[src/rtl/downsizing.sv]
// AXI-Stream width halver: one 2*W-bit input beat becomes two W-bit output
// beats, upper half first, matching the packing order of the upsizing stage.
module downsizing #(
  parameter int W = 40
) (
  input  logic           aclk,
  input  logic           aresetn,
  input  logic [2*W-1:0] in_tdata,
  input  logic           in_tvalid,
  output logic           in_tready,
  output logic [W-1:0]   out_tdata,
  output logic           out_tvalid,
  input  logic           out_tready
);

  typedef enum logic [1:0] {
    EMPTY = 2'd0,
    UPPER = 2'd1,
    LOWER = 2'd2
  } state_t;

  // Handshake: a beat moves on a port exactly in a cycle where valid and ready
  // are both high at the rising edge. in_tready never looks at in_tvalid, and
  // out_tvalid/out_tdata hold steady while out_tvalid & ~out_tready.

  state_t         state, state_d;
  logic [2*W-1:0] data_buf, data_buf_d;
  logic [W-1:0]   out_data_d;
  logic           out_valid_d;
  logic           in_xfer;
  logic           out_xfer;

  // The out_tready -> in_tready path lets LOWER refill without a bubble.
  assign in_tready = aresetn & ((state == EMPTY) | ((state == LOWER) & out_tready));
  assign in_xfer   = in_tvalid & in_tready;
  assign out_xfer  = out_tvalid & out_tready;

  always_comb begin
    state_d    = state;
    data_buf_d = data_buf;
    out_data_d = out_tdata;
    case (state)
      EMPTY: begin
        if (in_xfer) begin
          data_buf_d = in_tdata;
          out_data_d = in_tdata[2*W-1:W];
          state_d    = UPPER;
        end
      end
      UPPER: begin
        if (out_xfer) begin
          out_data_d = data_buf[W-1:0];
          state_d    = LOWER;
        end
      end
      LOWER: begin
        if (out_xfer) begin
          if (in_xfer) begin
            data_buf_d = in_tdata;
            out_data_d = in_tdata[2*W-1:W];
            state_d    = UPPER;
          end else begin
            state_d = EMPTY;
          end
        end
      end
      default: begin
        state_d = EMPTY;
      end
    endcase
    out_valid_d = (state_d != EMPTY);
  end

  always_ff @(posedge aclk or negedge aresetn) begin
    if (!aresetn) begin
      state      <= EMPTY;
      data_buf   <= '0;
      out_tdata  <= '0;
      out_tvalid <= 1'b0;
    end else begin
      state      <= state_d;
      data_buf   <= data_buf_d;
      out_tdata  <= out_data_d;
      out_tvalid <= out_valid_d;
    end
  end

endmodule

[config.mk]
export PLATFORM = sky130hd
export DESIGN_NAME = downsizing
export DESIGN_NICKNAME = d
export VERILOG_FILES = /design/src/rtl/downsizing.sv
export SDC_FILE = /design/constraint.sdc
export NUM_CORES = 1
export LEC_CHECK = 0
export CAP_MARGIN = 10
export CORE_MARGIN = 2
export CORE_UTILIZATION = 46
export DETAILED_ROUTE_END_ITERATION = 16
export PLACE_DENSITY = 0.81
export REMOVE_ABC_BUFFERS = 1
export SLEW_MARGIN = 20
export SYNTH_ARGS = -nofsm -noshare
export SYNTH_HDL_FRONTEND = slang
export SYNTH_SLANG_ARGS = --single-unit
[constraint.sdc]
create_clock -name aclk -period 1.9 [get_ports aclk]
set_clock_uncertainty 0.1 [all_clocks]
set_input_delay 0.38 -clock aclk [delete_from_list [all_inputs] [get_ports aclk]]
set_output_delay 0.38 -clock aclk [all_outputs]
set_load 0.005 [all_outputs]
Word-level counts from Yosys, hierarchy flattened
Index checks and enable logic that the tools add are counted.
{"block": "classes", "n_eq_ne": 4, "n_mux": 12, "n_bitwise": 5, "n_reduce_logical": 6}
{"cell": "$mux 80", "count": 2}
{"cell": "$pmux 80 s2", "count": 1}
{"cell": "$mux 40", "count": 3}
{"cell": "$pmux 40 s3", "count": 1}
{"cell": "$mux 2", "count": 3}
{"cell": "$pmux 2 s3", "count": 1}
{"cell": "$and 1x1->1", "count": 4}
{"cell": "$ne 2x2->1 const B", "count": 2}
{"cell": "$reduce_bool 2->1", "count": 2}
{"cell": "$reduce_and 3->1", "count": 1}
{"cell": "$reduce_bool 3->1", "count": 1}
{"cell": "$eq 2x1->1 const B", "count": 1}
{"cell": "$eq 2x2->1 const B", "count": 1}
{"cell": "$logic_not 2->1", "count": 1}
{"cell": "$reduce_and 2->1", "count": 1}
{"cell": "$mux 1", "count": 1}
{"cell": "$or 1x1->1", "count": 1}
{"block": "totals", "register_bits": 123, "in_bits": 84, "out_inout_bits": 42}

Logic depth before layout (Yosys ltp)
Gate-level depths: netlist of run 1.
{"block": "depth", "depth_word": 9, "depth_mapped": 5, "mapped_depth_nobuf": 3}

Worst setup path before layout of run 1
No wires, ideal clock.
{"block": "synth_path", "path_type": "register to register", "start": "reg state[0]", "end": "reg out_tdata[34]", "setup_ns": 0.127, "arrival_time_ns": 1.420, "required_time_ns": 1.673, "setup_slack_ns": 0.252, "path_stages_with_launch": 6, "path_buffers": 2, "synth_period_minus_slack_ns": 1.648, "cell_sequence": "dfrtp_1 nor2b_1 buf_2 buf_2 mux2_2 mux2_1"}
{"block": "synth_between", "elab_chain_cells": 8, "word_cells_on_any_way": 14, "classes_between": "4 x eq/ne; 3 x mux; 4 x bitwise; 3 x reduce/logical"}
{"item": "start: declaration", "line_no": "26", "text": "state_t state, state_d;"}
{"item": "start signal: assignment", "line_no": "81", "text": "state <= state_d;"}
{"item": "$eq 2x2->1", "line_no": "34, 42"}
{"item": "$and 1x1->1", "line_no": "34", "text": "assign in_tready = aresetn & ((state == EMPTY) | ((state == LOWER) & out_tready));"}
{"item": "$or 1x1->1", "line_no": "34"}
{"item": "$and 1x1->1", "line_no": "34"}
{"item": "$and 1x1->1", "line_no": "35", "text": "assign in_xfer = in_tvalid & in_tready;"}
{"item": "$mux 40 (2 in a row)"}
{"item": "$pmux 40 s3", "line_no": "42", "text": "case (state)"}
{"item": "end signal: assignment", "line_no": "83", "text": "out_tdata <= out_data_d;"}
{"item": "end: declaration", "line_no": "11", "text": "output logic [W-1:0] out_tdata,"}
Several ways; a longest one is shown, not always the timed one. The select of a mux whose other input is x is not followed.
A chain may end at the register's enable or synchronous reset.

Worst setup path in the final report of run 1
{"block": "layout_path", "start": "reg state[0]", "end": "out in_tready"}
{"block": "layout_between", "elab_chain_cells": 4, "word_cells_on_any_way": 5, "classes_between": "1 x eq/ne; 3 x bitwise; 1 x reduce/logical"}
{"item": "$eq 2x2->1", "line_no": "34"}
{"item": "$and 1x1->1", "line_no": "34"}
{"item": "$or 1x1->1 (*)", "line_no": "34"}
{"item": "$and 1x1->1 (*)", "line_no": "34"}
{"item": "end: declaration", "line_no": "10", "text": "output logic in_tready,"}
Every way passes the cells marked *; elsewhere a longest branch is shown, timed or not.

==> flow_summary.yaml, run 1 <==
drt:
  drc: 0
  routed_via_density: 5.00
  first_pass_iters: 4
  ant_nets: 0
  drtIter0Drc: 45
  routedWlPerCell_um: 17.2
  routed_wirelength_um: 8110
  vias: 2367
sta:
  drv_slew: 0
  tns_ns: 0
  holdWs_ns: 0.356
  period_needed_ns: 1.81
  hold_violations: 0
  setup-violations-final: 0
  timing.final.crit_share: 0.950
  relSlewSlack: 0.687
  fmaxAchievable_mhz: 554
  rsz0062_at_grt: "no"
  worst_slew_pin_slew_ns: 0.469
setup_path:
  required_ns: 1.42
  cp.arrival_ns: 1.33
  endpoint_kind: "output pin"
  rrSetupSlack_ns: 0.12
  worstReg2RegEnd: "out_tdata[34]"
  critPathKind: "reg2out"
  worst-r2r-cell-count: 5
  cp_max_fo: 3
  r2r_start: "state[0]"
  crit_path_start: "state[0]"
  endpoint: "in_tready"
  startpoint_type: "register"
finish:
  nFillCells: 564
  antenna_cells: 0
  post-route-util: 0.693
  multi_input_area_um2: 1550
  drive_gt1_frac: 0.294
  layout_common_cells: "122 x clkdlybuf4s50_1, 83 x dfrtp_1, 47 x mux2_2"
  syn_to_final_growth_pct: 44.9
  seq_area_um2: 2080
  layout_commonest_cell: "clkdlybuf4s50_1"
  nNetsFinal: 450
run_status:
  status: "finished, final reports clean"
global_routing:
  grt_pass1_wl_um: 13100
  grt_use_total: 0.193
  grt_max_degree: 53
  grt_pass1_vias: 2608
  overflow: 0
  grt_antenna_before_repair: 0
clock_network:
  worstSkewPairLatency_ns: 0.35
  clk_pin_slew_ns: 0.08
  cts_buffers: 9
  root_buffer: "clkbuf_8"
  clk_path_buf_depth: 2
  htree_levels: 3
  cts_sinks: 83
  tritoncts: "done"
yosys:
  yosysSeqAreaShare: 0.559
  syn_avg_cell_area_um2: 16.2
  ys_types: 18
  yosys.area.top_type_share: 0.559
  postSynthCellCount: 230
  yosys-top-cells-area: "dfrtp_1 56%, mux2_2 14%, mux2_1 14%, mux2_4 11%, buf_2 1.3%"
  yosys.area.top_type: "dfrtp_1"
  netlist_area_um2: 3720
  ys_ff_latch: 83
  ys_warn_count: 0
place:
  dp_hpwl_um: 5960
  routabilityCongestion: 0.773
  place.port_buffers: 125
min_path:
  hp-class: "in2reg"
floorplanning:
  io_pins: 126
  dieArea_um2: 8820
  start_util: 0.479
  die_h_um: 93.9
  core_area_um2: 7770
  die_x_um: 93.9
  rows: 32
job:
  drv_cap: 0
power:
  ir_drop_v: 0.000815
  p_total_mw: 8.21
  power_density_nw_per_um2: 1530
  cellLeakagePower_nw: 2.29
[Yosys cell counts]
cell type,number
buf_6,4
a21boi_0,1
nor2b_1,2
and3_1,1
mux2_2,47
a32o_1,1
nand2b_1,1
a211o_1,1
dfrtp_1,83
inv_1,1
a21o_1,1
and2_1,1
nand2_1,1
mux2_4,28
o22ai_1,1
mux2_1,45
buf_2,10
a21bo_1,1
[state kept, by name, summed over array words and instances, names as in the netlist]
register / flops
data_buf: 40
out_tdata: 40
out_tvalid: 1
state: 2
[layer usage]
| metal | part of all wire | wire, µm | global-route usage | up-vias |
|---|---|---|---|---|
| met3 | 0.074 | 603 | 0.0602 | 9 |
| met5 | 0 | 0 | 0 | - |
| li1 | - | - | - | 1087 |
| met2 | 0.48 | 3920 | 0.310 | 81 |
| met1 | 0.43 | 3510 | 0.253 | 1190 |
| met4 | 0.010 | 85 | 0.0580 | 0 |
[critical path, cell delays in order, from the launching register on]
cell           delay, ns
dfrtp_1             0.40
nor2b_2             0.16
a21boi_0            0.17
dlygate4sd2_1       0.25
[cell families (layout without fill, tap and decap cells)]
kind of cell	count (synthesis)	count (layout)	synth area share
AND/OR/NAND/NOR	6	6	0.00943
AO/OA/AOI/OAI	6	6	0.0135
buffers and inverters	15	156	0.0266
multiplexers	120	120	0.392
flip-flops	83	83	0.559
[per-stage QoR]
step                      area (µm²)  setup slack [ns]  cells
after global routing            5390            0.0172    473
after global placement          5160            -0.211    455
after detailed placement        5160            -0.233    455
after floorplan                 3620             -2.61    216
final                           5390            0.0941    473
after CTS                       5380            0.0624    473
[power by group]
part,leakage (nW),internal (mW),total [mW],switching [mW]
Combinational,1.22,2.58,3.77,1.19
Clock,0.0923,0.614,1.28,0.664
Sequential,0.984,2.68,3.16,0.481
[worst min path at each step]
stage / end / startpoint / slack [ns] / cells after the start
global route: state[0] / out_tready / 0.39 / 3
CTS: data_buf[37] / data_buf[37] / 0.39 / 1
finish: state[0] / out_tready / 0.36 / 3
floorplan: data_buf[0] / aresetn / -0.02 / 0
detailed placement: out_tdata[6] / aresetn / 0.36 / 2
global placement: data_buf[6] / aresetn / 0.35 / 2
[what timing repair did]
action | CTS | global route
setup endpoints to repair | 1 | 53
cloned | 0 | 0
endpoints found under the hold margin | 31 | 0
gates resized for setup | 2 | 2
buffers inserted | 1 | 0
hold buffers | 1 | 0
[cell type report]
cell class | instances | area share
Sequential cell | 83 | 0.386
Clock buffer | 9 | 0.0230
Inverter | 1 | 0.000697
Tap cell | 102 | 0.0237
Timing Repair Buffer | 139 | 0.264
Clock inverter | 7 | 0.0139
Multi-Input combinational cell | 132 | 0.289
Power figures use the tool's default switching activity.
==> run 2: changes to the inputs <==
--- a/config.mk
+++ b/config.mk
@@ -9,8 +9,10 @@
 export CORE_MARGIN = 2
 export CORE_UTILIZATION = 46
 export DETAILED_ROUTE_END_ITERATION = 16
+export GPL_ROUTABILITY_DRIVEN = 0
 export PLACE_DENSITY = 0.81
 export REMOVE_ABC_BUFFERS = 1
+export SKIP_CTS_REPAIR_TIMING = 1
 export SLEW_MARGIN = 20
 export SYNTH_ARGS = -nofsm -noshare
 export SYNTH_HDL_FRONTEND = slang
==> flow_summary.yaml, run 2 (synthesized netlist as in run 1, its figures left out) <==
run_status:
  status: "finished, final reports clean"
setup_path:
  critPathKind: "reg2reg"
  cp.arrival_ns: 1.93
  max_stage_delay_ns: 0.40
  startpoint_type: "register"
  required_ns: 2.02
  cp_max_fo: 9
  path_common_cell: "buf_4"
  critPathSlowestCell: "dfrtp_1"
  worst-r2r-cell-count: 5
  worstPathCellList: "buf_4 -> nor2b_4 -> buf_4 -> mux2_2 -> mux2_1"
  endpoint_kind: "register"
finish:
  syn_to_final_growth_pct: 45.2
  layout_commonest_cell: "clkdlybuf4s50_1"
  fin_area_um2: 5400
  nNetsFinal: 451
  drive_gt1_frac: 0.296
  nFillCells: 558
  antenna_cells: 0
  layout.cells.non_filler: 474
  layout_common_cells: "122 x clkdlybuf4s50_1, 83 x dfrtp_1, 47 x mux2_2"
  largestRegisters: "data_buf: 40 flops, out_tdata: 40 flops, state: 2 flops"
global_routing:
  grt_antenna_before_repair: 0
  overflow: 0
  grt_pass1_wl_um: 13000
  grt_max_degree: 53
  grt_pass1_vias: 2594
  grt_use_total: 0.193
sta:
  hold_violations: 0
  setup-violations-final: 0
  rsz0062_at_grt: "no"
  period_needed_ns: 1.81
  fmaxAchievable_mhz: 552
  relSlewSlack: 0.378
  worst_slew_pin_slew_ns: 0.930
  timing.final.crit_share: 0.954
  tns_ns: 0
  drv_slew: 0
drt:
  routedWlPerCell_um: 17.3
  drtIter0Drc: 47
  routed_wirelength_um: 8180
  drc: 0
  routed_via_density: 4.99
  vias: 2363
  first_pass_iters: 4
  ant_nets: 0
power:
  p_int_mw: 5.88
  ir_drop_v: 0.000816
  p_total_mw: 8.23
  clockPowerShare: 0.156
  seq_power_share: 0.385
  power_density_nw_per_um2: 1520
  cellLeakagePower_nw: 2.31
  switching_share: 0.285
  p_sw_mw: 2.34
  power.share.combinational: 0.459
clock_network:
  cts_sinks: 83
  root_buffer: "clkbuf_8"
  htree_levels: 3
  tritoncts: "done"
  clk_path_buf_depth: 2
  worstSkewPairLatency_ns: 0.35
  clk_pin_slew_ns: 0.09
  cts_buffers: 9
place:
  place.port_buffers: 125
  dp_hpwl_um: 5960
  placed_cells: 455
  placed_area_um2: 5160
floorplanning:
  start_util: 0.479
  die_x_um: 93.9
  core_area_um2: 7770
  rows: 32
  io_pins: 126
  dieArea_um2: 8820
  die_h_um: 93.9
min_path:
  hp-class: "in2async"
job:
  drv_cap: 0
-- run 2: layer usage --
metal	track usage	vias to the layer above	part of all wire
li1	-	1092	-
met1	0.253	1179	0.43
met2	0.308	83	0.48
met3	0.0602	9	0.075
met4	0.0580	0	0.010
met5	0	-	0
-- run 2: power by group through the flow --
stage	sequential, mW	combinational, mW	clock, mW
finish	3.17	3.77	1.28
global route	3.28	4.07	1.39
CTS	3.17	3.82	1.31
detailed placement	3.20	3.80	0
global placement	3.14	3.71	0
floorplan	3.10	2.12	0
-- run 2: cell type report --
| type | instances | area, µm² | share of cell area |
|---|---|---|---|
| Clock buffer | 9 | 124 | 0.0229 |
| Tap cell | 102 | 128 | 0.0236 |
| Multi-Input combinational cell | 132 | 1560 | 0.289 |
| Inverter | 1 | 3.75 | 0.000695 |
| Timing Repair Buffer | 140 | 1430 | 0.266 |
| Sequential cell | 83 | 2080 | 0.385 |
| Clock inverter | 7 | 75.1 | 0.0139 |
-- run 2: critical path: cells and delay by family (launching register included) --
family,cells,cell delay [ns]
flops,1,0.40
buf+inv,2,0.34
simple gates,1,0.19
mux,2,0.64
-- run 2: stage by stage --
step / setup slack [ns] / util / hold WS [ns]
global route: 0.0110 / 0.695 / 0.257
CTS: -0.284 / 0.690 / -0.0266
finish: 0.0878 / 0.695 / 0.188
global placement: -0.211 / 0.664 / 0.353
detailed placement: -0.233 / 0.664 / 0.363
floorplan: -2.61 / - / -0.0156
-- run 2: path summary, 6_finish.rpt --
| check | from | to | slack [ns] |
|---|---|---|---|
| max in group asynchronous | aresetn | out_tdata[12] | 0.37 |
| worst min-delay path | aresetn | out_tdata[10] | 0.19 |
| worst max-delay path | state[0] | out_tdata[34] | 0.09 |
| min in group aclk | out_tready | state[0] | 0.35 |
| worst max register to register | state[0] | out_tdata[34] | 0.09 |
| worst min register to register | data_buf[37] | data_buf[37] | 0.39 |
==> run 3: changes to the inputs <==
--- a/config.mk
+++ b/config.mk
@@ -6,11 +6,12 @@
 export NUM_CORES = 1
 export LEC_CHECK = 0
 export CAP_MARGIN = 10
-export CORE_MARGIN = 2
-export CORE_UTILIZATION = 46
+export CELL_PAD_IN_SITES_DETAIL_PLACEMENT = 0
+export CELL_PAD_IN_SITES_GLOBAL_PLACEMENT = 1
+export CORE_UTILIZATION = 37
 export DETAILED_ROUTE_END_ITERATION = 16
 export GPL_ROUTABILITY_DRIVEN = 0
-export PLACE_DENSITY = 0.81
+export PLACE_DENSITY_LB_ADDON = 0.1
 export REMOVE_ABC_BUFFERS = 1
 export SKIP_CTS_REPAIR_TIMING = 1
 export SLEW_MARGIN = 20
==> flow_summary.yaml, run 3 (synthesized netlist as in run 1, its figures left out) <==
sta:
  setup-violations-final: 0
  holdWs_ns: 0.0835
  rsz0062_at_grt: "yes"
  drv_slew: 0
  worst_slew_pin_slew_ns: 0.752
  hold_violations: 0
  timing.final.crit_share: 0.973
  period_needed_ns: 1.85
  fmaxAchievable_mhz: 541
  timing.final.ws_setup_ns: 0.0516
  relSlewSlack: 0.499
floorplanning:
  dieArea_um2: 10500
  io_pins: 126
  core_area_um2: 9770
  die_h_um: 102
  rows: 36
  die_x_um: 102
  start_util: 0.380
clock_network:
  cts_sinks: 83
  htree_levels: 3
  root_buffer: "clkbuf_8"
  tritoncts: "done"
  clk_path_buf_depth: 2
  clk_pin_slew_ns: 0.08
  cts_buffers: 9
  worstSkewPairLatency_ns: 0.35
drt:
  vias: 2311
  drc: 0
  drtIter0Drc: 52
  first_pass_iters: 4
  routed_via_density: 4.60
  routedWlPerCell_um: 15.9
  ant_nets: 0
  routed_wirelength_um: 7980
job:
  drv_cap: 0
setup_path:
  endpoint_kind: "register"
  worst-r2r-cell-count: 5
  required_ns: 2.03
  startpoint_type: "register"
  critPathSlowestCell: "dfrtp_1"
  r2r_start: "state[0]"
  cp_max_fo: 30
  rrSetupSlack_ns: 0.05
  worstPathCellList: "buf_4 -> nor2b_4 -> buf_12 -> mux2_2 -> mux2_1"
  max_stage_delay_ns: 0.39
  cp.arrival_ns: 1.98
  worstReg2RegEnd: "out_tdata[36]"
  critPathKind: "reg2reg"
global_routing:
  grt_antenna_before_repair: 0
  overflow: 0
  grt_max_degree: 84
  grt_pass1_vias: 2381
  grt_pass1_wl_um: 12500
  grt_use_total: 0.162
finish:
  syn_to_final_growth_pct: 46.2
  nNetsFinal: 448
  largestRegisters: "data_buf: 40 flops, out_tdata: 40 flops, state: 2 flops"
  antenna_cells: 0
  layout_common_cells: "122 x clkdlybuf4s50_1, 83 x dfrtp_1, 46 x mux2_2"
  fin_area_um2: 5440
  layout_commonest_cell: "clkdlybuf4s50_1"
  drive_gt1_frac: 0.287
power:
  p_total_mw: 8.28
  cellLeakagePower_nw: 2.31
  power_density_nw_per_um2: 1520
  ir_drop_v: 0.000684
place:
  dp_hpwl_um: 5440
  place.port_buffers: 125
  placed_area_um2: 5200
  dp_slack_ns: -0.283
run_status:
  status: "finished, final reports clean"
min_path:
  hp-class: "in2async"
## run 3: worst max-delay path by stage
stage / start / endpoint / slack, ns
after floorplan: state[1] / out_tdata[29] / -2.61
after global placement: out_tready / out_tdata[30] / -0.22
after detailed placement: out_tready / in_tready / -0.28
after CTS: out_tready / in_tready / -0.29
after global routing: state[0] / out_tdata[34] / -0.03
final: state[0] / out_tdata[36] / 0.05
## run 3: through the flow
step                setup TNS (ns)  utilization  instances
finish                           0        0.556        502
global route                -0.141        0.556        502
CTS                         -0.289        0.554        501
detailed placement          -17.00        0.533        485
global placement            -15.99        0.533        485
floorplan                  -117.66            -        216
## run 3: layer usage
metal	vias up	share of wire	GRT usage
li1	1093	-	-
met1	1133	0.44	0.209
met2	73	0.48	0.253
met3	12	0.063	0.0561
met4	0	0.017	0.0582
met5	-	0	0
## run 3: power by group
part / internal [mW] / total (mW) / switching [mW] / leakage, nW
registers: 2.68 / 3.13 / 0.452 / 0.984
logic: 2.59 / 3.79 / 1.19 / 1.22
clock network: 0.738 / 1.36 / 0.620 / 0.103
total: 6.01 / 8.28 / 2.26 / 2.31
## run 3: worst max-delay path, delay by kind of cell (launching register included)
kind / cells / cell delay, ns
buffers and inverters: 2 / 0.38
flip-flops: 1 / 0.39
multiplexers: 2 / 0.65
AND/OR/NAND/NOR: 1 / 0.21
## run 3: final cells by class
type | count | area (µm²)
Fill cell | 840 | 4340
Timing Repair Buffer | 137 | 1420
Tap cell | 133 | 166
Clock buffer | 11 | 131
Sequential cell | 83 | 2080
Clock inverter | 5 | 77.6
Inverter | 1 | 3.75
Multi-Input combinational cell | 132 | 1560
